**config.mk**
```make
export PLATFORM = sky130hd
export DESIGN_NAME = uart_frame_scheduler
export DESIGN_NICKNAME = d
export VERILOG_FILES = /design/src/rtl/uart_frame_pkg.sv /design/src/rtl/uart_period_timer.sv /design/src/rtl/uart_frame_scheduler.sv
export SDC_FILE = /design/constraint.sdc
export NUM_CORES = 1
export LEC_CHECK = 0
export CORE_MARGIN = 2
export CORE_UTILIZATION = 38
export DETAILED_ROUTE_END_ITERATION = 10
export PLACE_DENSITY_LB_ADDON = 0.2
export SLEW_MARGIN = 5
export SYNTH_ARGS = -nofsm -noshare
export SYNTH_HDL_FRONTEND = slang
export SYNTH_SLANG_ARGS = --single-unit
```
**constraint.sdc**
```tcl
create_clock -name clk_100MHz -period 2.6 [get_ports clk_100MHz]
set_input_delay 0.39 -clock clk_100MHz [delete_from_list [all_inputs] [get_ports clk_100MHz]]
set_output_delay 0.39 -clock clk_100MHz [all_outputs]
set_load 0.01 [all_outputs]
```
**src/rtl/uart_frame_pkg.sv**
```systemverilog
// Shared types and helpers for the UART frame scheduler.
// The checksum byte is built only with UART_FRAME_CHECKSUM_EN defined.
package uart_frame_pkg;

    typedef enum logic [2:0] {
        S_IDLE,
        S_HDR,
        S_TYPE,
        S_P0,
        S_P1,
        S_P2,
        S_P3,
        S_CSUM
    } frame_state_t;

    localparam logic [7:0] TYPE_WEIGHT      = 8'h01;
    localparam logic [7:0] TYPE_EVENT       = 8'h02;
    localparam logic [7:0] HDR_BYTE_DEFAULT = 8'hA5;

    // f = {P3, P2, P1, P0, TYPE}; the header never enters the checksum
    function automatic logic [7:0] frame_csum(input logic [39:0] f);
        return f[7:0] ^ f[15:8] ^ f[23:16] ^ f[31:24] ^ f[39:32];
    endfunction

endpackage

```
**src/rtl/uart_period_timer.sv**
```systemverilog
// Free-running 0..PERIOD_TICKS-1 counter with a terminal-count pulse.
// Shared by the frame scheduler and the display refresh logic.
module uart_period_timer #(
    parameter int PERIOD_TICKS = 1_000_000
) (
    input  logic i_clk,
    input  logic i_rst_n,
    output logic o_tc
);

    localparam int CW = (PERIOD_TICKS > 2) ? $clog2(PERIOD_TICKS) : 1;
    localparam logic [CW-1:0] LAST = CW'(PERIOD_TICKS - 1);

    logic [CW-1:0] r_cnt;

    always_ff @(posedge i_clk or negedge i_rst_n) begin
        if (!i_rst_n) begin
            r_cnt <= '0;
        end else if (r_cnt == LAST) begin
            r_cnt <= '0;
        end else begin
            r_cnt <= r_cnt + 1'b1;
        end
    end

    assign o_tc = (r_cnt == LAST);

endmodule

```
**src/rtl/uart_frame_scheduler.sv**
```systemverilog
// Arbitrates weight reports and event messages onto one UART byte stream.
// Define UART_FRAME_CHECKSUM_EN for 7-byte frames with a trailing CSUM byte.
module uart_frame_scheduler
    import uart_frame_pkg::*;
#(
    parameter int         PERIOD_TICKS = 1_000_000,
    parameter logic [7:0] HDR_BYTE     = HDR_BYTE_DEFAULT
) (
    input  logic        clk_100MHz,
    input  logic        rst_n,
    input  logic [24:0] weight_in,
    input  logic        weight_valid,
    input  logic        evt_req,
    input  logic [7:0]  evt_code,
    output logic [7:0]  byte_data,
    output logic        byte_valid,
    input  logic        byte_ready,
    output logic        busy,
    output logic        evt_overrun
);

    frame_state_t r_state;
    frame_state_t w_next_state;
    logic [7:0]   w_next_byte;

    logic [24:0] r_wt_hold;
    logic        r_fresh;
    logic        r_wt_pend;
    logic [7:0]  r_evt_hold;
    logic        r_evt_pend;
    logic [39:0] r_frame;

    logic        w_tc;
    logic        w_idle;
    logic        w_grant_evt;
    logic        w_grant_wt;
    logic        w_xfer;
    logic [39:0] w_wt_frame;
    logic [39:0] w_evt_frame;

    uart_period_timer #(
        .PERIOD_TICKS(PERIOD_TICKS)
    ) u_timer (
        .i_clk  (clk_100MHz),
        .i_rst_n(rst_n),
        .o_tc   (w_tc)
    );

    assign w_idle      = (r_state == S_IDLE);
    assign w_grant_evt = w_idle & r_evt_pend;
    assign w_grant_wt  = w_idle & ~r_evt_pend & r_wt_pend;
    assign w_xfer      = byte_valid & byte_ready;

    assign w_wt_frame  = {{8{r_wt_hold[24]}}, r_wt_hold[23:0], TYPE_WEIGHT};
    assign w_evt_frame = {24'h0, r_evt_hold, TYPE_EVENT};

    // Old fresh is consumed on the terminal count; a same-cycle sample stays fresh
    always_ff @(posedge clk_100MHz or negedge rst_n) begin
        if (!rst_n) begin
            r_wt_hold <= '0;
            r_fresh   <= 1'b0;
            r_wt_pend <= 1'b0;
        end else begin
            if (weight_valid) begin
                r_wt_hold <= weight_in;
            end
            if (weight_valid) begin
                r_fresh <= 1'b1;
            end else if (w_tc && r_fresh && !r_wt_pend) begin
                r_fresh <= 1'b0;
            end
            if (w_tc && r_fresh && !r_wt_pend) begin
                r_wt_pend <= 1'b1;
            end else if (w_grant_wt) begin
                r_wt_pend <= 1'b0;
            end
        end
    end

    always_ff @(posedge clk_100MHz or negedge rst_n) begin
        if (!rst_n) begin
            r_evt_hold  <= '0;
            r_evt_pend  <= 1'b0;
            evt_overrun <= 1'b0;
        end else if (evt_req) begin
            r_evt_hold <= evt_code;
            r_evt_pend <= 1'b1;
            if (r_evt_pend && !w_grant_evt) begin
                evt_overrun <= 1'b1;
            end
        end else if (w_grant_evt) begin
            r_evt_pend <= 1'b0;
        end
    end

    always_comb begin
        w_next_state = S_IDLE;
        w_next_byte  = 8'h00;
        unique case (r_state)
            S_HDR: begin
                w_next_state = S_TYPE;
                w_next_byte  = r_frame[7:0];
            end
            S_TYPE: begin
                w_next_state = S_P0;
                w_next_byte  = r_frame[15:8];
            end
            S_P0: begin
                w_next_state = S_P1;
                w_next_byte  = r_frame[23:16];
            end
            S_P1: begin
                w_next_state = S_P2;
                w_next_byte  = r_frame[31:24];
            end
            S_P2: begin
                w_next_state = S_P3;
                w_next_byte  = r_frame[39:32];
            end
`ifdef UART_FRAME_CHECKSUM_EN
            S_P3: begin
                w_next_state = S_CSUM;
                w_next_byte  = frame_csum(r_frame);
            end
`endif
            default: begin
                w_next_state = S_IDLE;
                w_next_byte  = 8'h00;
            end
        endcase
    end

    always_ff @(posedge clk_100MHz or negedge rst_n) begin
        if (!rst_n) begin
            r_state    <= S_IDLE;
            r_frame    <= '0;
            byte_data  <= 8'h00;
            byte_valid <= 1'b0;
            busy       <= 1'b0;
        end else if (w_idle) begin
            if (w_grant_evt || w_grant_wt) begin
                r_frame    <= w_grant_evt ? w_evt_frame : w_wt_frame;
                r_state    <= S_HDR;
                byte_data  <= HDR_BYTE;
                byte_valid <= 1'b1;
                busy       <= 1'b1;
            end
        end else if (w_xfer) begin
            r_state    <= w_next_state;
            byte_data  <= w_next_byte;
            byte_valid <= (w_next_state != S_IDLE);
            busy       <= (w_next_state != S_IDLE);
        end
    end

endmodule
```
==> results.json, run 1 <==
{
  "gp_congestion": 0.8174,
  "drt_iter0_markers": 166,
  "grt_pass1_wl_mm": 14.95,
  "routed_wl_mm": 8.831,
  "ys_top_cells_by_area": "dfrtp_1 57%, mux2_2 10%, a22o_1 3.5%",
  "synth_top_cell_area_share_pct": 57.09,
  "cts_resized": 0,
  "cts-htree-levels": 3,
  "hp-start": "u_timer.r_cnt[15]",
  "synthDistinctLibCells": 47,
  "critPathMaxFanout": 5,
  "startpoint": "u_timer.r_cnt[0]",
  "antenna_found_initial": 0,
  "clkLatencyLatePin_ps": 370,
  "cp-end-kind": "flop",
  "hold_violations": 0,
  "netlist_area_um2": 4208,
  "layout-drive-gt1-share_pct": 16.63,
  "status": "completed",
  "vdd.ir_drop.worst_uv": 408.6,
  "fmax_mhz": 514.2,
  "crit_arrival_ps": 2230,
  "die_w_um": 109.2,
  "setup_violations": 0,
  "post-route-period-util_pct": 74.79,
  "synth_seq_area_share_pct": 57.09,
  "cts_buffers": 9,
  "cts_tree": "yes",
  "slew_headroom_pct": 59.58,
  "drt_pre_antenna_iters": 4,
  "fin_area_um2": 5056,
  "synth_flop_cell": "dfrtp_1",
  "required_ps": 2890,
  "p_per_area_nw_per_um2": 781.4,
  "setup-tns-final_ps": 0,
  "hp-class": "flop to flop",
  "dp.final_hpwl_mm": 6.260,
  "fillers": 1019,
  "wl_per_cell_um": 16.09,
  "dieArea_um2": 11930,
  "clockRootBuffer": "clkbuf_8",
  "cts_sinks": 96,
  "synth_common_cells": "96 x dfrtp_1, 38 x mux2_2, 20 x nand2_1",
  "grt_start_max_net_pins": 41,
  "vias": 2939,
  "synth_edf_count": 0,
  "power_leakage_nw": 2.131,
  "grt_pass1_vias": 3024,
  "viasPerCell": 5.353,
  "core_area_um2": 10840,
  "maxCapViolations": 0,
  "async_flop_share_pct": 100.0,
  "crit_path_start_kind": "flop",
  "syn_inst": 359,
  "cts_buffer_depth": 2,
  "r2r_start": "u_timer.r_cnt[0]",
  "fin_nets": 445,
  "synthesis.nets": 400,
  "post-route-min-period_ps": 1945,
  "post-synth-top-count-cell": "dfrtp_1",
  "worst_pin_slew_ps": 601.2,
  "die_y_um": 109.2,
  "avgSynthCellArea_um2": 11.72,
  "rsz0062_at_grt": "false",
  "grt.total_usage_pct": 16.30,
  "start_util_pct": 38.82,
  "io_buffers": 48,
  "synth_area_leader_cell": "dfrtp_1",
  "ys_warn_count": 0,
  "skew_ps": 13.38,
  "fp-row-count": 38,
  "areaGrowthSynthToFinish_pct": 20.16,
  "path_class": "flop to flop",
  "pin_count": 49,
  "ant_nets": 0,
  "finalMaxSlewViolations": 0,
  "n_antenna_cell": 0,
  "clkTransAtPathRegs_ps": 90,
  "grt_overflow": 0,
  "synth_seq_cells": 96,
  "drc": 0,
  "place_area_um2": 4841
}
through the flow:
stage               setup WS (ps)  power (mW)  hold WS [ps]  utilization, %  cells
floorplan                   791.4       2.561         94.41               -    359
global placement            727.4       2.947         361.5           44.66    532
detailed placement          691.2       2.973         364.7           44.66    532
CTS                         663.3       3.996         489.9           46.64    549
global route                523.9       4.195         514.8           46.64    549
finish                      655.4       3.951         490.7           46.64    549
where the power goes:
part / internal, mW / leakage, nW / switching [mW]
registers: 1.68 / 1.20 / 0.179
clock network: 0.480 / 0.101 / 0.533
logic: 0.493 / 0.828 / 0.584
worst max-delay path, cell delays in order, from the launching register on:
cell and delay, ps:
dfrtp_1 390, ha_1 210, nand3_1 160, or4_4 610, or3_1 360, a21oi_1 140
timing repair:
item / 4_1_cts / 5_1_grt
hold buffers: 1 / 0
buffers inserted: 0 / 0
hold endpoints to repair: 30 / 0
registers in the layout, indices dropped and copies added (netlist names):
register / count
byte_data: 8
r_evt_pend: 1
r_wt_pend: 1
u_timer.r_cnt: 20
busy: 1
r_frame: 27
r_fresh: 1
r_state: 3
evt_overrun: 1
r_evt_hold: 8
r_wt_hold: 25
layer usage:
metal	routed length [um]	GRT usage, %	vias to the layer above
li1	-	-	1409
met1	4209	21.85	1469
met2	4128	25.42	48
met3	316	4.184	13
met4	176	6.239	0
met5	0	0	-
logic make-up (layout without fill, tap and decap cells):
| kind of cell | after synthesis | count (layout) | share of synthesized area [%] |
|---|---|---|---|
| xor gates and xnor gates | 14 | 14 | 2.914 |
| and+or+nand+nor | 88 | 88 | 11.15 |
| DFF | 96 | 96 | 57.09 |
| adders and majority gates | 3 | 3 | 0.8922 |
| AOI/OAI and AO/OA | 88 | 88 | 14.48 |
| muxes | 40 | 40 | 10.65 |
| buffers and inverters | 30 | 80 | 2.825 |
cells in the final DEF, fill, tap and decap left out, types with 3 or more instances in the layout:
| cell type | netlist | routed |
|---|---|---|
| inv_1 | 7 | 7 |
| buf_4 | 1 | 8 |
| nor2b_1 | 3 | 3 |
| nor4_1 | 4 | 4 |
| and3_1 | 4 | 4 |
| xnor2_1 | 9 | 9 |
| nand2_1 | 20 | 20 |
| dfrtp_1 | 96 | 96 |
| o21ai_0 | 19 | 19 |
| xor2_1 | 5 | 5 |
| o22ai_1 | 3 | 3 |
| a21o_1 | 4 | 4 |
| nor2_1 | 19 | 19 |
| nor3_1 | 5 | 5 |
| a22o_1 | 17 | 17 |
| clkbuf_8 | 0 | 10 |
| nand3_1 | 7 | 7 |
| a32o_1 | 3 | 3 |
| nand4_1 | 5 | 5 |
| clkdlybuf4s50_1 | 0 | 47 |
| a21oi_1 | 13 | 13 |
| mux2_2 | 38 | 38 |
| a22oi_1 | 6 | 6 |
| ha_1 | 3 | 3 |
| a31oi_1 | 7 | 7 |
| and2_1 | 8 | 8 |
| a221oi_1 | 5 | 5 |
cell type report:
type                            count  area, um2  area share [%]
Sequential cell                    96       2402           47.51
Multi-Input combinational cell    233       1687           33.36
Timing Repair Buffer               57      560.5           11.09
Tap cell                          140      175.2           3.464
Clock buffer                       11      141.4           2.796
Clock inverter                      5      63.81           1.262
Inverter                            7      26.28          0.5197
path summary, 6_finish.rpt:
path                                      to  cells past startpoint  slack, ps
max in group asynchronous  u_timer.r_cnt[11]                      3       1400
setup reg to reg           u_timer.r_cnt[18]                      5        660
hold / removal             u_timer.r_cnt[15]                      1        490
min in group asynchronous      r_evt_hold[0]                      2        500
hold reg to reg            u_timer.r_cnt[15]                      1        490
setup / recovery           u_timer.r_cnt[18]                      5        660
(Power assumes the default switching activity.)
==> run 2, diff against run 1 <==
clock period = 1.6 ns   (was 2.6 ns; I/O delays follow)
==> run 2 against run 1 <==
Compared with the run above:
- the run now ends with setup timing left
- count of clock-buffer cells in the layout is 1 lower
- clock power is 73% higher
- power is 76% higher
- setup slack worse by 680 ps
- die area stayed put
- worst hold slack worse by 250 ps
- clock skew is 1.3 ps lower
- register-to-register slack worse by 680 ps
- sequential cell count stayed put
- combinational power is 110% higher
- via count is 3.6% higher
- global-route usage is 0.53 points higher
==> results.json, run 2 (synthesized netlist as in run 1, its figures left out) <==
{
  "clkLatencyLatePin_ps": 370,
  "rsz0062_at_grt": "true",
  "maxCapViolations": 0,
  "grt_start_max_net_pins": 53,
  "power_leakage_nw": 2.385,
  "p_per_area_nw_per_um2": 1259,
  "die_y_um": 109.2,
  "skew_ps": 12.11,
  "cts_sinks": 96,
  "cp-end-kind": "flop",
  "wl_per_cell_um": 15.82,
  "violations": "setup timing",
  "worstRegToRegCells": 5,
  "rrSetupSlack_ps": -30,
  "status": "finished with violations",
  "die_w_um": 109.2,
  "grt_pass1_wl_mm": 15.30,
  "critPathMaxFanout": 3,
  "vdd.ir_drop.worst_uv": 860.6,
  "setup_violations": 2,
  "drt_iter0_markers": 136,
  "drt_pre_antenna_iters": 4,
  "cts-htree-levels": 3,
  "fp-row-count": 38,
  "antenna_found_initial": 0,
  "reg2reg_to": "u_timer.r_cnt[18]",
  "layout-drive-gt1-share_pct": 28.03,
  "cts_buffers": 9,
  "core_area_um2": 10840,
  "largest_reg_flops": 27,
  "largest-register": "r_frame",
  "areaGrowthSynthToFinish_pct": 31.22,
  "start_util_pct": 38.82,
  "required_ps": 1900,
  "grt_pass1_vias": 3059,
  "r2r_start": "u_timer.r_cnt[0]",
  "io_buffers": 48,
  "fin_area_um2": 5522,
  "n_antenna_cell": 0,
  "cts_tree": "yes",
  "worst_pin_slew_ps": 338.7,
  "dieArea_um2": 11930,
  "crit_arrival_ps": 1930,
  "finalMaxSlewViolations": 0,
  "path_class": "flop to flop",
  "hp-class": "input pin to asynchronous set/reset pin",
  "clockRootBuffer": "clkbuf_8",
  "fin_ws_ps": -28.88,
  "place_area_um2": 5137,
  "crit_path_start_kind": "flop",
  "ant_nets": 0,
  "pin_count": 49,
  "final_common_cell": "dfrtp_1",
  "setup-tns-final_ps": -35.41,
  "clkTransAtPathRegs_ps": 100,
  "fin_nets": 482,
  "grt_overflow": 0,
  "hold_violations": 0,
  "slew_headroom_pct": 77.21,
  "reg_top3": "r_frame x27, r_wt_hold x25, u_timer.r_cnt x20",
  "viasPerCell": 5.195,
  "dp.final_hpwl_mm": 6.481,
  "post-route-min-period_ps": 1629,
  "post-route-period-util_pct": 101.8,
  "final_cell_mix": "95 x dfrtp_1, 46 x clkdlybuf4s50_1, 40 x buf_4",
  "routed_wl_mm": 9.270,
  "gp_congestion": 0.8138,
  "fmax_mhz": 613.9,
  "post-route-util_pct": 50.93,
  "drc": 0,
  "cts_buffer_depth": 2,
  "grt.total_usage_pct": 16.82,
  "vias": 3044
}
## run 2: cell types whose count changed in the layout (fill, tap and decap cells not counted), moves of 3 or more
| cell | previous run | this run |
|---|---|---|
| nand3_1 | 7 | 4 |
| buf_4 | 8 | 40 |
| o21ai_0 | 19 | 15 |
| o21ai_1 | 1 | 4 |
| nand3_2 | 1 | 4 |
| buf_12 | 1 | 5 |
| nor2_1 | 19 | 16 |
## run 2: worst max path at each step
stage / from / endpoint / slack [ps] / cells past startpoint
after floorplan: u_timer.r_cnt[0] / u_timer.r_cnt[18] / -60 / 5
after global placement: u_timer.r_cnt[1] / u_timer.r_cnt[18] / -20 / 5
after detailed placement: u_timer.r_cnt[0] / u_timer.r_cnt[18] / -60 / 5
after CTS: u_timer.r_cnt[0] / u_timer.r_cnt[16] / -40 / 4
after global routing: u_timer.r_cnt[0] / u_timer.r_cnt[18] / -100 / 5
final: u_timer.r_cnt[0] / u_timer.r_cnt[18] / -30 / 5
## run 2: layer usage
| layer | share of wire (%) | vias up | track usage (%) |
|---|---|---|---|
| met1 | 46 | 1510 | 22.37 |
| li1 | - | 1481 | - |
| met3 | 3.2 | 10 | 3.945 |
| met4 | 1.3 | 0 | 5.154 |
| met5 | 0 | - | 0 |
| met2 | 50 | 43 | 27.33 |
## run 2: per-stage QoR
stage / hold WS, ps / worst slack [ps] / instances / power, mW
floorplan: -55.59 / -61.66 / 359 / 4.205
global placement: 94.89 / -24.47 / 562 / 5.047
detailed placement: 95.23 / -58.24 / 562 / 5.093
CTS: 232.4 / -35.65 / 581 / 6.924
global route: 245.7 / -103.2 / 586 / 7.406
finish: 243.2 / -28.88 / 586 / 6.954
## run 2: repair_timing
| item | in CTS | in global routing |
|---|---|---|
| hold endpoints to repair | 96 | 0 |
| gates cloned | 0 | 0 |
| setup buffers | 2 | 5 |
| pin swaps | 2 | 3 |
| hold buffers | 1 | 0 |
| gates resized for setup | 7 | 21 |
| endpoints found under the setup margin | 13 | 32 |
## run 2: where the power goes
| group | leakage [nW] | switching [mW] | total [mW] | internal [mW] |
|---|---|---|---|---|
| logic | 1.08 | 1.15 | 2.23 | 1.08 |
| clock network | 0.103 | 0.857 | 1.75 | 0.889 |
| registers | 1.20 | 0.242 | 2.98 | 2.74 |
| total | 2.39 | 2.25 | 6.95 | 4.71 |
## run 2: cell type report
| cell class | count | area [um2] |
|---|---|---|
| Clock buffer | 10 | 127.6 |
| Clock inverter | 6 | 92.59 |
| Fill cell | 996 | 5319 |
| Inverter | 7 | 26.28 |
| Multi-Input combinational cell | 233 | 1802 |
| Sequential cell | 96 | 2404 |
| Tap cell | 140 | 175.2 |
| Timing Repair Buffer | 94 | 894.6 |
## run 2: worst max-delay path, stage by stage (launching register included)
cell	delay, ps
dfrtp_1	410
ha_4	160
nand3_2	80
or4_4	440
or3_1	360
a21oi_1	130
==> run 3, diff against run 2 <==
CORE_UTILIZATION = 50   (was 38)
MAX_ROUTING_LAYER = met4   (was default)
==> run 3 against run 2 <==
Compared with the run above:
- the flow still finishes with violations (setup timing)
- sequential share of layout area increased by 0.26 points
- non-clock buffer count unchanged
- setup slack got worse by 57 ps
- worst hold slack improved by 89 ps
- core utilization increased by 16 points
- largest cell class unchanged
==> results.json, run 3 (synthesized netlist as in run 1, its figures left out) <==
{
  "fillers": 608,
  "m1WireLength_mm": 4.124,
  "worstSetupPathDepth": 5,
  "final_cell_mix": "95 x dfrtp_1, 46 x clkdlybuf4s50_1, 40 x buf_4",
  "largest-register": "r_frame",
  "grt.total_usage_pct": 22.33,
  "post-route-period-util_pct": 105.4,
  "clkLatencyLatePin_ps": 360,
  "areaGrowthSynthToFinish_pct": 30.45,
  "worstRegToRegCells": 5,
  "power_leakage_nw": 2.358,
  "cp-end-kind": "flop",
  "grt_overflow": 0,
  "grt_pass1_vias": 3080,
  "finalPower_mw": 6.941,
  "path_class": "flop to flop",
  "post-route-min-period_ps": 1686,
  "crit_arrival_ps": 1980,
  "stdcell_count": 551,
  "setup-tns-final_ps": -86.12,
  "status": "finished with violations",
  "cts_buffers": 9,
  "fin_nets": 482,
  "routed.top_layer": "met4",
  "rsz0062_at_grt": "true",
  "dieArea_um2": 9165,
  "clkTransAtPathRegs_ps": 90,
  "layout-drive-gt1-share_pct": 28.25,
  "place_inst": 530,
  "required_ps": 1890,
  "r2r_start": "u_timer.r_cnt[0]",
  "core_area_um2": 8175,
  "io_buffers": 48,
  "drt_pre_antenna_iters": 4,
  "start_util_pct": 51.47,
  "die_w_um": 95.74,
  "antenna_found_initial": 0,
  "cpMaxStageDelayCell": "or4_4",
  "skew_ps": 6.381,
  "largest_reg_flops": 27,
  "cts-htree-levels": 3,
  "drc": 0,
  "cts_buffer_depth": 2,
  "dr_wl_met2_mm": 4.517,
  "violations": "setup timing",
  "grt_start_max_net_pins": 45,
  "finalMaxSlewViolations": 0,
  "cp_top_family": "simple AND/OR/NAND/NOR gates",
  "viasPerCell": 5.628,
  "setup_violations": 1,
  "n_antenna_cell": 0,
  "fmax_mhz": 593.1,
  "grt_pass1_wl_mm": 15.08,
  "pin_count": 49,
  "routed_wl_mm": 9.033,
  "dp.final_hpwl_mm": 6.364,
  "drt_iter0_markers": 199,
  "wl_per_cell_um": 16.39,
  "cts_tree": "yes",
  "cts_sinks": 96,
  "rrSetupSlack_ps": -90,
  "hold_violations": 0,
  "hp-class": "input pin to asynchronous set/reset pin",
  "p_per_area_nw_per_um2": 1265,
  "fp-row-count": 33,
  "crit_path_start_kind": "flop",
  "gp_congestion": 0.8892,
  "reg_top3": "r_frame x27, r_wt_hold x25, u_timer.r_cnt x20",
  "worst_pin_slew_ps": 380.9,
  "die_y_um": 95.74,
  "crit_chain": "ha_4 > nand3_2 > or4_4 > or3_1 > a21oi_2",
  "vias": 3101,
  "vdd.ir_drop.worst_uv": 586.8,
  "final_common_cell": "dfrtp_1",
  "fin_ws_ps": -86.12,
  "ant_nets": 0,
  "slew_headroom_pct": 74.61,
  "wl_met3_um": 298,
  "maxCapViolations": 0,
  "critPathMaxFanout": 4,
  "cp_num_buf_inv": 0,
  "cpPeakStageDelay_ps": 460,
  "clockRootBuffer": "clkbuf_8",
  "startpoint": "u_timer.r_cnt[0]"
}
==> run 3: worst paths after layout <==
kind / endpoint
setup / recovery: u_timer.r_cnt[18]
hold / removal: r_evt_hold[0]
setup reg to reg: u_timer.r_cnt[18]
hold reg to reg: r_frame[20]
max in group asynchronous: r_wt_hold[16]
min in group clk_100MHz: r_evt_hold[1]
==> run 3: per-layer routing <==
| layer | vias to the layer above | GRT usage, % |
|---|---|---|
| met3 | 9 | 4.072 |
| met1 | 1561 | 29.79 |
| li1 | 1473 | - |
| met2 | 58 | 35.26 |
| met5 | - | - |
| met4 | 0 | 6.667 |
==> run 3: final cells by class <==
type	count	area [um2]	share of cell area, %
repair buffers	94	894.6	16.30
flip-flops and latches	96	2404	43.79
well taps	105	131.4	2.393
clock inverters	5	81.33	1.482
clock buffers	11	131.4	2.393
multi-input cells	233	1821	33.17
inverters	7	26.28	0.4787
==> run 3: power by group <==
part	internal, mW	leakage [nW]	switching (mW)
Clock	0.882	0.104	0.821
Sequential	2.74	1.20	0.244
Combinational	1.12	1.05	1.14
==> run 3: through the flow <==
stage	setup WS [ps]	cell area [um2]	hold slack, ps	util (%)
finish	-86.12	5489	332.6	67.14
global route	-125.3	5489	381.6	67.14
CTS	-86.18	5374	338.8	65.73
detailed placement	-88.06	5116	187.8	62.58
global placement	-8.683	5116	185.2	62.58
floorplan	-61.66	4234	-55.59	-
==> run 3: what timing repair did <==
action,4_1_cts,5_1_grt
resized for setup,7,20
cloned,0,0
hold buffers,1,0
buffers inserted,2,2
hold endpoints to repair,25,0
endpoints found under the setup margin,12,29
pin swaps,2,1
